**src/rtl/fir_eq_pkg.sv**
```systemverilog
// Shared types, width helpers and the output fit function for the FIR equaliser.
// FIR_EQ_SAT_EN selects saturating (defined) or wrapping (undefined) output fit.
package fir_eq_pkg;

    typedef enum logic [2:0] {S_IDLE, S_MAC, S_DRAIN, S_GAIN, S_OUT} state_e;

    function automatic int acc_width(input int dw, input int cw, input int ntaps);
        return dw + cw + $clog2(ntaps);
    endfunction

    function automatic int total_width(input int dw, input int cw, input int ntaps,
                                       input int gw, input int nbands);
        return acc_width(dw, cw, ntaps) + gw + 1 + $clog2(nbands) + 1;
    endfunction

    // Operates on a 64-bit sign-extended value; the band sum must fit in 64 bits.
    function automatic logic signed [63:0] fit_val(input logic signed [63:0] v, input int ow);
`ifdef FIR_EQ_SAT_EN
        logic signed [63:0] hi, lo;
        hi = (64'sd1 <<< (ow - 1)) - 64'sd1;
        lo = -(64'sd1 <<< (ow - 1));
        if (v > hi) return hi;
        if (v < lo) return lo;
        return v;
`else
        return (v <<< (64 - ow)) >>> (64 - ow);
`endif
    endfunction

`ifdef FIR_EQ_SAT_EN
    function automatic logic fit_clip(input logic signed [63:0] v, input int ow);
        logic signed [63:0] hi, lo;
        hi = (64'sd1 <<< (ow - 1)) - 64'sd1;
        lo = -(64'sd1 <<< (ow - 1));
        return (v > hi) || (v < lo);
    endfunction
`endif

endpackage

```
**src/rtl/fir_eq_ring.sv**
```systemverilog
// NTAPS-deep circular sample window; read returns x[n-tap] relative to the newest write.
module fir_eq_ring #(
    parameter int DW    = 16,
    parameter int NTAPS = 10
) (
    input  logic                     clk_i,
    input  logic                     rst_i,
    input  logic                     en_i,
    input  logic                     we_i,
    input  logic [DW-1:0]            wdata_i,
    input  logic [$clog2(NTAPS)-1:0] tap_i,
    output logic [DW-1:0]            rdata_o
);
    localparam int PW = $clog2(NTAPS);

    logic [NTAPS-1:0][DW-1:0] mem_q;
    logic [PW-1:0]            wr_ptr_q;
    logic [PW:0]              raw;
    logic [PW-1:0]            rd_idx;

    always_ff @(posedge clk_i) begin
        if (rst_i) begin
            mem_q    <= '0;
            wr_ptr_q <= '0;
        end else if (en_i && we_i) begin
            mem_q[wr_ptr_q] <= wdata_i;
            wr_ptr_q        <= (wr_ptr_q == PW'(NTAPS - 1)) ? '0 : wr_ptr_q + 1'b1;
        end
    end

    // newest slot is wr_ptr-1; bias by NTAPS so the subtraction never goes negative
    always_comb begin
        raw    = {1'b0, wr_ptr_q} + (PW + 1)'(NTAPS - 1) - {1'b0, tap_i};
        rd_idx = (raw >= (PW + 1)'(NTAPS)) ? PW'(raw - (PW + 1)'(NTAPS)) : PW'(raw);
    end

    assign rdata_o = mem_q[rd_idx];

endmodule

```
**src/rtl/fir_eq_core.sv**
```systemverilog
// Multi-band FIR equaliser: time-multiplexed MAC per band, per-band gain, band sum.
// Output fit is saturating when FIR_EQ_SAT_EN is defined, wrapping otherwise.
module fir_eq_core
    import fir_eq_pkg::*;
#(
    parameter int DW         = 16,
    parameter int CW         = 16,
    parameter int NTAPS      = 10,
    parameter int NBANDS     = 3,
    parameter int GW         = 8,
    parameter int GAIN_SHIFT = 7,
    parameter int OW         = 16,
    parameter int OUT_SHIFT  = 0
) (
    input  logic                                        clk_i,
    input  logic                                        rst_i,
    input  logic                                        clk_en_i,
    input  logic                                        sample_valid_i,
    input  logic signed [DW-1:0]                        sample_i,
    output logic                                        sample_ready_o,
    input  logic [NBANDS*GW-1:0]                        gain_i,
    output logic [((NBANDS > 1) ? $clog2(NBANDS) : 1)-1:0] coeff_band_o,
    output logic [$clog2(NTAPS)-1:0]                    coeff_tap_o,
    input  logic signed [CW-1:0]                        coeff_i,
    output logic signed [OW-1:0]                        result_o,
    output logic                                        done_o,
    output logic                                        sat_o
);
    localparam int BANDW = (NBANDS > 1) ? $clog2(NBANDS) : 1;
    localparam int TAPW  = $clog2(NTAPS);
    localparam int PW    = DW + CW;
    localparam int ACCW  = acc_width(DW, CW, NTAPS);
    localparam int GPW   = ACCW + GW + 1;
    localparam int TW    = total_width(DW, CW, NTAPS, GW, NBANDS);

    state_e                   state_q, state_d;
    logic [TAPW-1:0]          tap_q, tap_d;
    logic [BANDW-1:0]         band_q, band_d;
    logic [NBANDS*GW-1:0]     gain_q, gain_d;
    logic signed [DW-1:0]     xs_q, xs_d;
    logic signed [ACCW-1:0]   acc_q, acc_d;
    logic signed [TW-1:0]     total_q, total_d;
    logic signed [OW-1:0]     result_q, result_d;
    logic                     done_q, done_d;
    logic                     sat_q, sat_d;
    logic                     accept;
    logic [DW-1:0]            ring_rd;

    logic signed [PW-1:0]     prod;
    logic [GW-1:0]            gain_sel;
    logic signed [GPW-1:0]    gprod, gterm;
    logic signed [TW-1:0]     total_nx, out_sh;
    logic signed [63:0]       sh64;

    fir_eq_ring #(.DW(DW), .NTAPS(NTAPS)) u_ring (
        .clk_i   (clk_i),
        .rst_i   (rst_i),
        .en_i    (clk_en_i),
        .we_i    (accept),
        .wdata_i (sample_i),
        .tap_i   (tap_q),
        .rdata_o (ring_rd)
    );

    // coeff_i pairs with xs_q: both were addressed/registered on the previous MAC edge
    assign prod     = PW'(coeff_i) * PW'(xs_q);
    assign gain_sel = gain_q[band_q*GW +: GW];
    assign gprod    = GPW'(acc_q) * GPW'($signed({1'b0, gain_sel}));
    assign gterm    = gprod >>> GAIN_SHIFT;
    assign total_nx = total_q + TW'(gterm);
    assign out_sh   = total_nx >>> OUT_SHIFT;
    assign sh64     = 64'(out_sh);

    always_comb begin
        state_d  = state_q;
        tap_d    = tap_q;
        band_d   = band_q;
        gain_d   = gain_q;
        xs_d     = xs_q;
        acc_d    = acc_q;
        total_d  = total_q;
        result_d = result_q;
        sat_d    = sat_q;
        done_d   = 1'b0;
        accept   = 1'b0;
        case (state_q)
            S_IDLE: begin
                if (sample_valid_i) begin
                    accept  = 1'b1;
                    gain_d  = gain_i;
                    acc_d   = '0;
                    total_d = '0;
                    band_d  = '0;
                    tap_d   = '0;
                    state_d = S_MAC;
                end
            end
            S_MAC: begin
                xs_d = $signed(ring_rd);
                if (tap_q != '0) acc_d = acc_q + ACCW'(prod);
                if (tap_q == TAPW'(NTAPS - 1)) state_d = S_DRAIN;
                else                           tap_d   = tap_q + 1'b1;
            end
            S_DRAIN: begin
                acc_d   = acc_q + ACCW'(prod);
                state_d = S_GAIN;
            end
            S_GAIN: begin
                total_d = total_nx;
                acc_d   = '0;
                if (band_q == BANDW'(NBANDS - 1)) begin
                    // result registers here so done_o rises as the FSM enters OUT
                    result_d = OW'(fit_val(sh64, OW));
`ifdef FIR_EQ_SAT_EN
                    sat_d    = fit_clip(sh64, OW);
`else
                    sat_d    = 1'b0;
`endif
                    done_d   = 1'b1;
                    state_d  = S_OUT;
                end else begin
                    band_d  = band_q + 1'b1;
                    tap_d   = '0;
                    state_d = S_MAC;
                end
            end
            S_OUT:   state_d = S_IDLE;
            default: state_d = S_IDLE;
        endcase
    end

    always_ff @(posedge clk_i) begin
        if (rst_i) begin
            state_q  <= S_IDLE;
            tap_q    <= '0;
            band_q   <= '0;
            gain_q   <= '0;
            xs_q     <= '0;
            acc_q    <= '0;
            total_q  <= '0;
            result_q <= '0;
            done_q   <= 1'b0;
            sat_q    <= 1'b0;
        end else if (clk_en_i) begin
            state_q  <= state_d;
            tap_q    <= tap_d;
            band_q   <= band_d;
            gain_q   <= gain_d;
            xs_q     <= xs_d;
            acc_q    <= acc_d;
            total_q  <= total_d;
            result_q <= result_d;
            done_q   <= done_d;
            sat_q    <= sat_d;
        end
    end

    assign sample_ready_o = (state_q == S_IDLE);
    assign coeff_band_o   = band_q;
    assign coeff_tap_o    = tap_q;
    assign result_o       = result_q;
    assign done_o         = done_q;
    assign sat_o          = sat_q;

endmodule

```
**config.mk**
```make
export PLATFORM = sky130hd
export DESIGN_NAME = fir_eq_core
export DESIGN_NICKNAME = d
export VERILOG_FILES = /design/src/rtl/fir_eq_pkg.sv /design/src/rtl/fir_eq_ring.sv /design/src/rtl/fir_eq_core.sv
export SDC_FILE = /design/constraint.sdc
export NUM_CORES = 2
export LEC_CHECK = 0
export CORE_ASPECT_RATIO = 0.6
export CORE_MARGIN = 2
export CORE_UTILIZATION = 50
export CTS_CLUSTER_SIZE = 25
export DETAILED_ROUTE_END_ITERATION = 10
export DONT_BUFFER_PORTS = 1
export MAX_ROUTING_LAYER = met4
export PLACE_DENSITY = 0.61
export SETUP_SLACK_MARGIN = 0.2
export SLEW_MARGIN = 5
export SYNTH_ARGS = -nofsm -noshare
export SYNTH_HDL_FRONTEND = slang
export SYNTH_HIERARCHICAL = 1
export SYNTH_SLANG_ARGS = --single-unit
```
**constraint.sdc**
```tcl
create_clock -name clk_i -period 8.6 [get_ports clk_i]
set_clock_uncertainty 0.05 [all_clocks]
set_input_delay 0.86 -clock clk_i [delete_from_list [all_inputs] [get_ports clk_i]]
set_output_delay 0.86 -clock clk_i [all_outputs]
set_load 0.1 [all_outputs]
```
==> reports/qor.yml <==
status: "complete, no violations"
utilization: 0.540
fin_setup_tns_ns: 0
synth_top_area_frac: 0.244
slew_headroom: 0.157
hold_viol: 0
drc_errors: 0
yosys.cell_types.count: 82
start_kind: "flop"
netlist_area_um2: 24600
vias: 19317
clk_latency_ns: 0.58
hp-class: "in2reg"
post-route-period-util: 0.902
synthMostInstantiatedCell: "nand2_1"
drive_above_1_share: 0.0513
grt_pass1_wl_um: 113000
drt-total-wl_um: 71400
cts_tree: "built"
slowest_delay_ns: 0.86
p_per_area_nw_per_um2: 109
die_h_um: 176
synth.yosys.seq_area_share: 0.219
synth_commonest_cells: "677 x nand2_1, 387 x inv_1, 299 x fa_1, 269 x dfxtp_1, 260 x a21oi_1"
reg2reg_to: "total_q[15]"
finalNetCount: 3317
syn_nets: 3433
antenna_found_initial: 0
die_area_um2: 51000
synthCells: 2924
yosysTopAreaCell: "fa_1"
gp_congestion: 0.949
yosysWarnings: 6
hold-path-cell-count: 1
die-width_um: 290
path_clk_slew_ns: 0.07
dp_cells: 3419
wl_per_cell_um: 20.6
firstDrtPassIters: 5
cts-root-buf: "clkbuf_16"
max_clock_freq_mhz: 129
endpoint_kind: "flop"
post_cts_buffers: 0
fin_ws_ns: 0.839
crit_required_ns: 9.07
p_leak_uw: 0.0118
core_um2: 48200
grt_pass1_vias: 19371
vdd_drop_max_uv: 157
htree_levels: 1
grt_overflow: 0
ios: 85
p_total_uw: 2850
ys_top_cells_by_area: "fa_1 24%, dfxtp_1 22%, nand2_1 10%"
ys_async_sr_fraction: 0
reg2reg_from: "coeff_band_o[0]"
worstPathArrival_ns: 8.23
drv_slew: 0
vias_per_cell: 5.57
setup_violations: 0
r2r_slack_ns: 0.84
synth_seq_cells: 269
ant_nets: 0
worstMarginPinSlew_ns: 1.25
worstHoldStart: "rst_i"
clock-sinks: 269
maxCapViolations: 0
rsz0062_at_grt: "no"
dpl.hpwl_um: 53900
worst_path_max_delay_cell: "o2bb2ai_1"
reg2reg_depth: 28
grt_max_degree: 280
drtIter0Drc: 1745
synth-edff-count: 0
start_util: 0.510
numCtsBuffers: 27
num_rows: 62
synth_top_flop_cell: "dfxtp_1"
portBuffers: 0
clockBufferDepth: 3
fin_cells: 3469
track_usage: 0.291
diodes: 0
cp_max_fo: 12
place_ws_ns: 0.717
syn_to_final_growth_pct: 5.81
fin_crit_ns: 7.76
avgSynthCellArea_um2: 8.41
min_to: "u_ring/mem_q[129]"
worstSetupPathType: "reg2reg"
-- metal layers --
metal	vias to the layer above	global-route usage	routed length [µm]
li1	8996	-	-
met1	9557	0.436	34900
met2	688	0.411	29400
met3	76	0.0520	5900
met4	0	0.0551	1270
met5	-	-	0
-- worst max-delay path: cells and delay by family, from the launching register on --
kind / cells / cell delay, ns
flops: 1 / 0.49
simple gates: 5 / 1.05
xor+xnor: 1 / 0.10
compound gates: 10 / 2.73
fa+ha+maj: 6 / 2.51
mux: 1 / 0.11
buf+inv: 5 / 0.64
-- layout by cell type, fill, tap and decap left out, drive strengths merged, types with 8 or more instances in the layout --
master and n:
and3 10, o21a 17, buf 32, o21ai 26, a22oi 8, mux2 16, clkbuf 31, a21oi 261
or3 8, xor2 15, nor3 19, nand2b 16, mux4 19, dfxtp 269, inv 389, xnor2 62
nand3 34, nor2 86, nand2 677, a21o 12, nor2b 12, a221o 18, and2 155, fa 299
mux2i 66, ha 150
-- worst max path at each step --
stage | from | endpoint | slack, ns | cells past startpoint
after global routing | coeff_band_o[0] | result_o[15] | 0.21 | 28
after global placement | coeff_band_o[0] | result_o[15] | 1.01 | 31
after CTS | coeff_band_o[0] | total_q[15] | 0.72 | 29
after floorplan | coeff_band_o[0] | result_o[15] | 0.79 | 28
after detailed placement | coeff_band_o[0] | total_q[15] | 0.72 | 29
final | coeff_band_o[0] | total_q[15] | 0.84 | 28
-- repair_timing --
action / in CTS / in global routing
setup endpoints to repair: 0 / 2
hold buffers: 0 / 0
resized for setup: 0 / 3
-- final cells by class --
type / count / area (µm²)
repair buffers: 32 / 260
clock inverters: 19 / 285
inverters: 387 / 1450
well taps: 640 / 801
multi-input cells: 2091 / 17100
clock buffers: 31 / 711
flip-flops and latches: 269 / 5390
fillers: 4474 / 22200
-- power by group --
group,internal [µW],leakage [µW],switching (µW)
Combinational,80.1,0.00912,160
Sequential,1260,0.00217,14.0
Clock,805,0.000485,529
Total,2140,0.0118,703
-- kinds of logic (layout without fill, tap and decap cells) --
family	after synthesis	count (layout)	synth area share
adder cells (fa/ha/maj)	449	449	0.320
AND/OR/NAND/NOR	1058	1058	0.192
XOR/XNOR	78	78	0.0291
other	1	1	0.000153
multiplexers	101	101	0.0518
AO/OA/AOI/OAI	404	404	0.100
buffers and inverters	564	469	0.0878
flip-flops	269	269	0.219
-- per-stage QoR --
step | hold slack (ns) | instance area [µm²]
finish | 0.313 | 26000
global route | 0.293 | 26000
CTS | 0.289 | 26000
detailed placement | 0.390 | 25000
global placement | 0.383 | 25000
floorplan | 0.382 | 24600
-- sequential cells by signal, indices dropped and copies added, names as in the netlist --
name             cells
gain_q              24
coeff_tap_o          4
xs_q                16
total_q             16
u_ring/mem_q       160
coeff_band_o         2
u_ring/wr_ptr_q      4
acc_q               23
state_q              3
done_o               1
result_o            16
Note: power is estimated with default switching activity, not from simulation.
